### src/rtl/xorshift_gen_if.sv
// Seed / word-stream bundle between a seeding master and the xorshift generator.
// master drives seed and backpressure; slave drives the word stream and busy.
interface xorshift_gen_if;
  logic        seed_valid;
  logic [31:0] seed;
  logic        fifo_full;
  logic        out_valid;
  logic [31:0] rand_num;
  logic        busy;

  modport master (
    output seed_valid, seed, fifo_full,
    input  out_valid, rand_num, busy
  );

  modport slave (
    input  seed_valid, seed, fifo_full,
    output out_valid, rand_num, busy
  );
endinterface

### src/rtl/xorshift_gen.sv
// xorshift32 burst generator: 256 words per accepted seed, stalls on fifo_full.
// Define XS_ZERO_GUARD_EN to load a zero seed as 32'h1.
module xorshift_gen (
  input  logic          clk2,
  input  logic          rst_n,
  xorshift_gen_if.slave bus
);

  typedef enum logic {IDLE, GEN} state_e;

  state_e      state_q, state_d;
  logic [31:0] x_q, x_d;
  logic [31:0] rnd_q, rnd_d;
  logic [7:0]  cnt_q, cnt_d;
  logic        ov_q, ov_d;
  logic        busy_q, busy_d;
  logic [31:0] seed_ld;
  logic [31:0] x_nxt;

  function automatic logic [31:0] xs(input logic [31:0] v);
    logic [31:0] t;
    t = v ^ (v << 13);
    t = t ^ (t >> 17);
    t = t ^ (t << 5);
    return t;
  endfunction

`ifdef XS_ZERO_GUARD_EN
  assign seed_ld = (bus.seed == 32'h0) ? 32'h1 : bus.seed;
`else
  assign seed_ld = bus.seed;
`endif

  assign x_nxt = xs(x_q);

  always_comb begin
    state_d = state_q;
    x_d     = x_q;
    cnt_d   = cnt_q;
    busy_d  = busy_q;
    ov_d    = 1'b0;
    rnd_d   = 32'h0;
    unique case (1'b1)
      (state_q == IDLE) && bus.seed_valid: begin
        x_d     = seed_ld;
        cnt_d   = 8'd0;
        state_d = GEN;
        busy_d  = 1'b1;
      end
      (state_q == GEN) && !bus.fifo_full: begin
        ov_d  = 1'b1;
        rnd_d = x_nxt;
        x_d   = x_nxt;
        cnt_d = cnt_q + 8'd1;
        // last word of the burst: cnt wraps as we drop back to IDLE
        if (cnt_q == 8'd255) begin
          state_d = IDLE;
          busy_d  = 1'b0;
        end
      end
      default: begin
      end
    endcase
  end

  always_ff @(posedge clk2 or negedge rst_n) begin
    if (!rst_n) begin
      state_q <= IDLE;
      x_q     <= 32'h0;
      cnt_q   <= 8'd0;
      ov_q    <= 1'b0;
      rnd_q   <= 32'h0;
      busy_q  <= 1'b0;
    end else begin
      state_q <= state_d;
      x_q     <= x_d;
      cnt_q   <= cnt_d;
      ov_q    <= ov_d;
      rnd_q   <= rnd_d;
      busy_q  <= busy_d;
    end
  end

  assign bus.out_valid = ov_q;
  assign bus.rand_num  = rnd_q;
  assign bus.busy      = busy_q;

endmodule

### src/flat_wrapper.sv
// flat-port wrapper written by rule: the top's interface ports become plain ports
module xorshift_gen_flat 
  (clk2, rst_n, bus_seed_valid, bus_seed, bus_fifo_full, bus_out_valid, bus_rand_num, bus_busy);
  xorshift_gen_if bus_i ();
  input  logic clk2;
  input  logic rst_n;
  input wire logic [$bits(bus_i.seed_valid)-1:0] bus_seed_valid;
  input wire logic [$bits(bus_i.seed)-1:0] bus_seed;
  input wire logic [$bits(bus_i.fifo_full)-1:0] bus_fifo_full;
  output wire logic [$bits(bus_i.out_valid)-1:0] bus_out_valid;
  output wire logic [$bits(bus_i.rand_num)-1:0] bus_rand_num;
  output wire logic [$bits(bus_i.busy)-1:0] bus_busy;
  assign bus_i.seed_valid = bus_seed_valid;
  assign bus_i.seed = bus_seed;
  assign bus_i.fifo_full = bus_fifo_full;
  assign bus_out_valid = bus_i.out_valid;
  assign bus_rand_num = bus_i.rand_num;
  assign bus_busy = bus_i.busy;
  xorshift_gen u_core (.clk2(clk2), .rst_n(rst_n), .bus(bus_i));
endmodule
### config.mk
export PLATFORM = sky130hd
export DESIGN_NAME = xorshift_gen_flat
export DESIGN_NICKNAME = d
export VERILOG_FILES = /design/src/rtl/xorshift_gen_if.sv /design/src/rtl/xorshift_gen.sv /design/src/flat_wrapper.sv
export SDC_FILE = /design/constraint.sdc
export NUM_CORES = 1
export LEC_CHECK = 0
export ABC_AREA = 0
export CAP_MARGIN = 20
export CORE_MARGIN = 3
export CORE_UTILIZATION = 47
export DETAILED_ROUTE_END_ITERATION = 16
export PLACE_DENSITY = 0.76
export SYNTH_ARGS = -nofsm -noshare
export SYNTH_HDL_FRONTEND = slang
export SYNTH_SLANG_ARGS = --single-unit
### constraint.sdc
create_clock -name clk2 -period 1.89 [get_ports clk2]
set_clock_uncertainty 0.1 [all_clocks]
set_input_delay 0.189 -clock clk2 [delete_from_list [all_inputs] [get_ports clk2]]
set_output_delay 0.189 -clock clk2 [all_outputs]
set_load 0.005 [all_outputs]
* Word level (Yosys, flattened, before mapping) *
Cells that the tools add are included.

operators by class
  shift-type cells = 0
  mux-type cells = 6
  bitwise logic cells = 4
  order comparisons = 0
  $mul = 0
  reduce and logical (&&, ||, !) cells = 5
  div/mod/pow operators = 0
  eq/ne operators = 2
  $add $sub $neg = 1

operators with widths
  kind                                          number
  one-hot mux 32 bit (2 select lines)           1
  bitwise XOR 32 bit                            2
  2-to-1 mux 32 bit                             1
  bitwise XOR 32 x 15 -> 32 bit                 1
  one-hot mux 8 bit (2 select lines)            1
  adder 8 x 1 -> 8 bit, second input constant   1
  == test 8 bit, second input constant          1
  logical AND 1 bit                             2
  2-to-1 mux 1 bit                              2
  inequality test 2 bit, second input constant  1
  one-hot mux 1 bit (2 select lines)            1
  AND reduction 2 bit                           1
  nonzero test 2 bit                            1
  logical NOT 1 bit                             1
  inverter 1 bit                                1

word-level totals
  input port bits = 36
  bits in latches = 0
  ROM bits = 0
  memory bits (writable) = 0
  logic and storage cells = 23
  register bits after elaboration = 74
  memories kept = 0

* Logic depth before layout (Yosys ltp) *
  word-level depth = 4
  gate-level depth with buffers = 6
  mapped depth without buffers = 5

* Least setup slack after synthesis *
No wires, ideal clock.

  path kind = register -> register
  start = register u_core.x_q[12]
  end = register u_core.x_q[17]
  arrival = 1534 ps
  buffers on the path = 1
  stages on the path, launching flop included = 6
  required time = 1664 ps
  setup time = 126 ps
  setup slack = 130 ps
  cell sequence = dfrtp_1 > buf_2 > xnor3_1 > xor2_1 > a21o_1 > a221o_1

between the ends
  cells in the longest elaborated chain, start to end = 4

RTL lines
  item                                 line                RTL
  start: declaration                   xorshift_gen.sv:12  logic [31:0] x_q, x_d;
  start signal: assignment             xorshift_gen.sv:69  x_q <= 32'h0;
  start signal: assignment             xorshift_gen.sv:76  x_q <= x_d;
  bitwise XOR 32 bit                   xorshift_gen.sv:22  t = v ^ (v << 13);
  bitwise XOR 32 x 15 -> 32 bit        xorshift_gen.sv:23  t = t ^ (t >> 17);
  bitwise XOR 32 bit                   xorshift_gen.sv:24  t = t ^ (t << 5);
  one-hot mux 32 bit (2 select lines)  xorshift_gen.sv:43  unique case (1'b1)

No other way between the ends.
A chain may end at the register's enable or synchronous reset.

* Worst setup path after layout *
  start = register u_core.x_q[16]
  end = register u_core.x_q[17]

Same word-level chain as after synthesis.

==> reports/results.txt <==
The flow ran to the end, and the final reports show no timing, DRC or antenna violations. The filler cells instantiated in the layout total 581. In this run the static leakage power is 2.26 nW. Before antenna repair, the detailed router went through 4 iterations. The number of nets in the synthesized netlist is 373. The signal on the critical path passes through xnor3_1 -> xor2_1 -> a21o_1 -> a221o_1.

Setup violations remaining at the end of the flow were counted as 0. The max-slew violation count was 0. After detailed routing, the average wire length per cell comes to 16.3 um. The detailed router placed 2788 vias in this run.

Measured against its own limit, the worst slew margin works out to 73.1%. Once routing completed, OpenROAD measured the worst setup slack at 144 ps. The total detailed-routing wirelength came out at 8.49 mm.

The final critical path takes up 92.4% of the cycle. The number of cells in the finished layout apart from fillers was 522; the number of hold violations in the final report was 0. For the worst-skew pair, the clock arrives at the later sink with an insertion delay of 350 ps. TritonCTS built the clock tree. The cell area reported after detailed placement is 4690 sq um. The transition time at the pin with the least slew margin was 400 ps. In the synthesized netlist the async set-or-reset flop fraction comes to 100%.

In the layout the commonest cells are dfrtp_1 (74), clkdlybuf4s50_1 (68), nand2_1 (44), nor2_1 (34), xnor2_1 (32). Using the TritonRoute via totals, the vias-per-cell ratio works out to 5.34. The clock transition at the registers of the reported paths is 70 ps, and the maximum buffer depth of the clock tree is 2.

The logs give 39 for the number of library cell types mapped by synthesis and 0 for the antenna cell count. In the synthesized netlist the dominant register cell turns out to be dfrtp_1. The count of nets left with antenna violations once routing finished came out at 0. In this run, synthesis inferred 0 flip-flops with an integrated enable.

The global-route wire length before repair came out at 14.1 mm. The run gives 70 as the number of top-level design ports. The core occupancy in the finished layout came out at 66.2%.

In this run the vertical extent of the chip is 95.2 um. Number of flip-flops and latches in the synthesized netlist: 74. On the critical path, the stage with the largest delay is an instance of dfrtp_1.

After detailed placement, the design holds a cell count of 505. Minimum clock period: 1750 ps. Setup repair after global routing left no endpoint under its margin.

Along the worst path, the maximum fanout reaches 5. In this run the cell area of the synthesized design comes to 3740 sq um. The die is 95.2 um wide.

Across the VDD grid, the largest voltage drop is 0.743 mV. The initial antenna violation count is 0, and the area growth from synthesis to layout is 32.4%. The tightest min-delay check is of the in2async type. Global routing used 20.5% of the available tracks across all layers. The power after layout was 0.0106 W.

STA puts the critical path data required time at 2030 ps. The cell count after synthesis came out at 336. Final estimated routing congestion in global placement: 0.839.

The cell sitting at the root of the clock tree is a clkbuf_8. The die covers 9070 sq um. The footprint of the multi-input gates is 1770 sq um, and the critical path arrival is 1880 ps. The tools report the number of design-rule violations left by the first detailed-router iteration as 152. For the warning count from the yosys run, the log shows 0.

The tools report the kind of launch point of the worst setup path as a register. For the register cell area after layout, the log shows 1850 sq um. The tool flagged a number of max-cap violations equal to 0.

For this design the ratio of total power to cell area is 2150 nW/um^2. The per-instance average area after synthesis was 11.1 sq um; the portion of the post-synthesis area used by sequential elements was 49.5%. CTS built an H-tree with a depth of 3.

The setup path with the least slack is of type reg2reg. The number of buffer cells added on primary ports came out at 69. Post-CTS repair timing setup buffer count: 0.

The logs give 2898 for the via count of the first global-routing pass and 0 for the global route total overflow. Prior to clock tree synthesis, the placed netlist has a worst setup slack of -2.86 ps. Entering global routing, the biggest net connects 75 pins.

At the end of the flow, the number of nets in the layout was 455. For the number of buffers inserted during clock tree synthesis, the log shows 9. For the residual DRC count, the log shows 0. The floorplan step defined a core boundary enclosing 7490 sq um. The initial utilization of the core area, before any placement, comes to 50.0%.

The largest incremental delay on the critical path was 480 ps; the fraction of final layout cells sized beyond drive strength 1 was 12.1%. For the count of standard-cell rows, the log shows 31. STA classifies the critical path endpoint as a register. Most common cell after layout, fill and taps aside: dfrtp_1.

The sum of net half-perimeters after detailed placement was 6.05 mm. Based on the critical path, the design can be clocked at up to 0.573 GHz. CTS saw 74 sinks. Summing all non-filler instances in the final layout gives an area of 4960 sq um.
[metrics by stage]
stage               TNS, ps  hold WS, ps
finish                    0          301
global route              0          333
CTS                       0          312
detailed placement    -2.86          149
global placement          0          149
floorplan                 0         -207
[synth_stat cells (2+ instances only)]
cell type / number / share of area, %
o221ai_1: 7 / 1.6
xnor2_2: 2 / 0.87
and2_1: 2 / 0.33
xor3_1: 3 / 1.9
xnor3_1: 12 / 7.2
dfrtp_1: 74 / 49
buf_2: 4 / 0.53
a22oi_1: 4 / 0.80
xnor2_1: 33 / 7.7
clkbuf_1: 14 / 1.4
mux2i_1: 4 / 1.1
and3_1: 4 / 0.67
nand3_1: 2 / 0.27
a21oi_1: 12 / 1.6
nand2b_1: 3 / 0.50
a221o_2: 2 / 0.60
nor2_1: 34 / 3.4
xor2_1: 17 / 4.0
buf_1: 4 / 0.40
o21ai_0: 9 / 1.2
nor3_1: 7 / 0.94
nand2_1: 44 / 4.4
a221o_1: 14 / 3.7
nand4_1: 3 / 0.50
inv_1: 7 / 0.70
or2_2: 2 / 0.33
[report_power, final]
part	switching [W]	internal [W]
Combinational	0.00261	0.00352
Sequential	0.000661	0.00231
Clock	0.000578	0.000950
[cell families (layout without fill, tap and decap cells)]
kind of cell | after synthesis | count (layout) | share of synthesized area (%)
and+or+nand+nor | 102 | 102 | 11.5
DFF | 74 | 74 | 49.5
xor gates and xnor gates | 69 | 69 | 23.1
AOI/OAI and AO/OA | 55 | 55 | 11.1
buffers and inverters | 31 | 118 | 3.44
muxes | 4 | 4 | 1.07
adders and majority gates | 1 | 1 | 0.334
[state kept, by name, summed over array words and instances (netlist names)]
register and cells:
u_core.bus.out_valid 1, u_core.cnt_q 8, u_core.bus.rand_num 32, u_core.x_q 32, u_core.state_q 1
[timing repair]
| item | CTS | global route |
|---|---|---|
| gates resized for setup | 0 | 1 |
| endpoints found under the setup margin | 0 | 1 |
| hold buffers | 1 | 0 |
| hold endpoints to repair | 74 | 0 |
[per-layer routing]
| metal | track usage, % | vias up | wire [um] |
|---|---|---|---|
| met3 | 4.81 | 15 | 514 |
| met1 | 28.0 | 1386 | 3770 |
| met5 | 0 | - | 0 |
| met4 | 8.89 | 0 | 186 |
| met2 | 31.3 | 86 | 4020 |
| li1 | - | 1301 | - |
[cell type report]
| type | instances | area share [%] |
|---|---|---|
| Multi-Input combinational cell | 231 | 35.7 |
| Tap cell | 99 | 2.50 |
| Inverter | 8 | 0.606 |
| Sequential cell | 74 | 37.4 |
| Clock inverter | 4 | 1.97 |
| Clock buffer | 12 | 3.13 |
| Timing Repair Buffer | 94 | 18.7 |
[worst paths after layout]
kind	slack, ps	endpoint	from	cells after the start
hold / removal	300	u_core.x_q[3]$_DFFE_PN0P_	rst_n	3
max in group asynchronous	1090	u_core.bus.rand_num[30]$_DFF_PN0_	rst_n	3
setup reg to reg	140	u_core.x_q[17]$_DFFE_PN0P_	u_core.x_q[16]$_DFFE_PN0P_	4
min in group clk2	320	u_core.x_q[31]$_DFFE_PN0P_	bus_seed[31]	3
setup / recovery	140	u_core.x_q[17]$_DFFE_PN0P_	u_core.x_q[16]$_DFFE_PN0P_	4
hold reg to reg	390	u_core.cnt_q[7]$_DFFE_PN0P_	u_core.cnt_q[7]$_DFFE_PN0P_	1
[critical path, delay by kind of cell, from the launching register on]
kind	cells	cell delay [ps]
AOI/OAI and AO/OA	2	490
DFF	1	480
xor gates and xnor gates	2	570
No activity file was read; power rests on OpenSTA's default activity.
==> variant (same flow settings) <==
Take the reset off `x_q` and load it in a clocked block of its own.
--- a/src/rtl/xorshift_gen.sv
+++ b/src/rtl/xorshift_gen.sv
@@ -66,19 +66,21 @@
   always_ff @(posedge clk2 or negedge rst_n) begin
     if (!rst_n) begin
       state_q <= IDLE;
-      x_q     <= 32'h0;
       cnt_q   <= 8'd0;
       ov_q    <= 1'b0;
       rnd_q   <= 32'h0;
       busy_q  <= 1'b0;
     end else begin
       state_q <= state_d;
-      x_q     <= x_d;
       cnt_q   <= cnt_d;
       ov_q    <= ov_d;
       rnd_q   <= rnd_d;
       busy_q  <= busy_d;
     end
+  end
+
+  always_ff @(posedge clk2) begin
+    x_q <= x_d;
   end
 
   assign bus.out_valid = ov_q;
Formal check against the unedited RTL: same outputs for any inputs over 4 cycles, from zero or initial values and one cycle with rst_n low; that may be too few to reach the edited logic, so the function may still have changed.
==> variant against the original RTL <==
Combinational power is 23% lower. Area after synthesis is 6.1% lower. Sequential cell count stayed put. Non-clock buffer count is 17 lower. Routed wire length is 17% lower. Setup slack better by 28 ps. Largest cell class unchanged. Synthesized cell count is 19% lower. Final area is 7.9% lower. Total power is 16% lower.
==> variant: results (changes against the original RTL) <==
status: finished clean
pre-CTS WS: 122.8 ps (+125.7 ps)
Post-Place Cells: 432 (-14%)
worst relative slew slack: 67.47% (-5.6 points)
1st-iter DRT viols: 117 (-23%)
non-clk buf share: 17.49% (-1.2 points)
comb_multi_in: 183 (-21%)
Signal inverters: 3 (-5)
WP data arrival: 1800 ps (-80 ps)
clock power share: 13.2% (-1.2 points)
Peak VDD IR: 0.7016 mV (-5.6%)
Seq area share: 44.08% (+6.7 points)
FF-to-FF setup slack: 170 ps (+30 ps)
layout cell share with drive strength beyond 1: 8.782% (-3.3 points)
Critical Path End: u_core.x_q[7]$_DFFE_PP_
hold_ws: 255.0 ps (-45.89 ps)
clkbuf count: 9 (-3)
wl on met1: 3163 um (-16%)
Final Cycle Share: 90.86% (-1.5 points)
vias in the first global route: 2275 (-21%)
NetSw: 3027 uW (-21%)
pin count of the biggest net entering global routing: 57 (-24%)
GPL Wtd Cong: 0.8147 (-2.8%)
area of the multi-input gates: 0.001439 mm^2 (-19%)
placed cell areas: 0.004370 mm^2 (-6.7%)
Seq/Total Area, Yosys: 57.22% (+7.7 points)
M1 GR Usage: 23.98% (-4.0 points)
Area contributors post-synth: dfrtp_1 (30%), edfxtp_1 (27%), xnor2_1 (8.2%), xnor3_1 (7.7%), xor3_1 (4.1%)
register area: 0.002012 mm^2 (+8.6%)
Final Non-Filler Cells: 449 (-14%)
Final clock-cell share: 4.030% (-1.1 points)
core footprint: 0.007019 mm^2 (-6.2%)
[variant: changes by cell type after synthesis, sizes merged, moves of 5 or more]
cell    before  now
dfrtp       74   42
edfxtp       0   32
o21ai        9   29
a221o       16    0
xor2        18    5
a21oi       12    1
clkbuf      14    5
nand2       44   36
nor3         7    0
o221ai       7    0
inv          8    3
[variant: cells by family (layout without fill, tap and decap cells)]
kind of cell | Yosys count | in the layout | share of synthesized area (%)
and+or+nand+nor | 79 | 79 | 9.324
buffers and inverters | 16 | 96 | 1.993
muxes | 4 | 4 | 1.139
AOI/OAI and AO/OA | 39 | 39 | 6.406
DFF | 74 | 74 | 57.22
adders and majority gates | 1 | 1 | 0.3558
xor gates and xnor gates | 60 | 60 | 23.56
[variant: worst max-delay path: stages (launching register included)]
cell and delay (ps):
edfxtp_1 440, xnor2_2 360, xnor3_1 480, o21ai_0 180
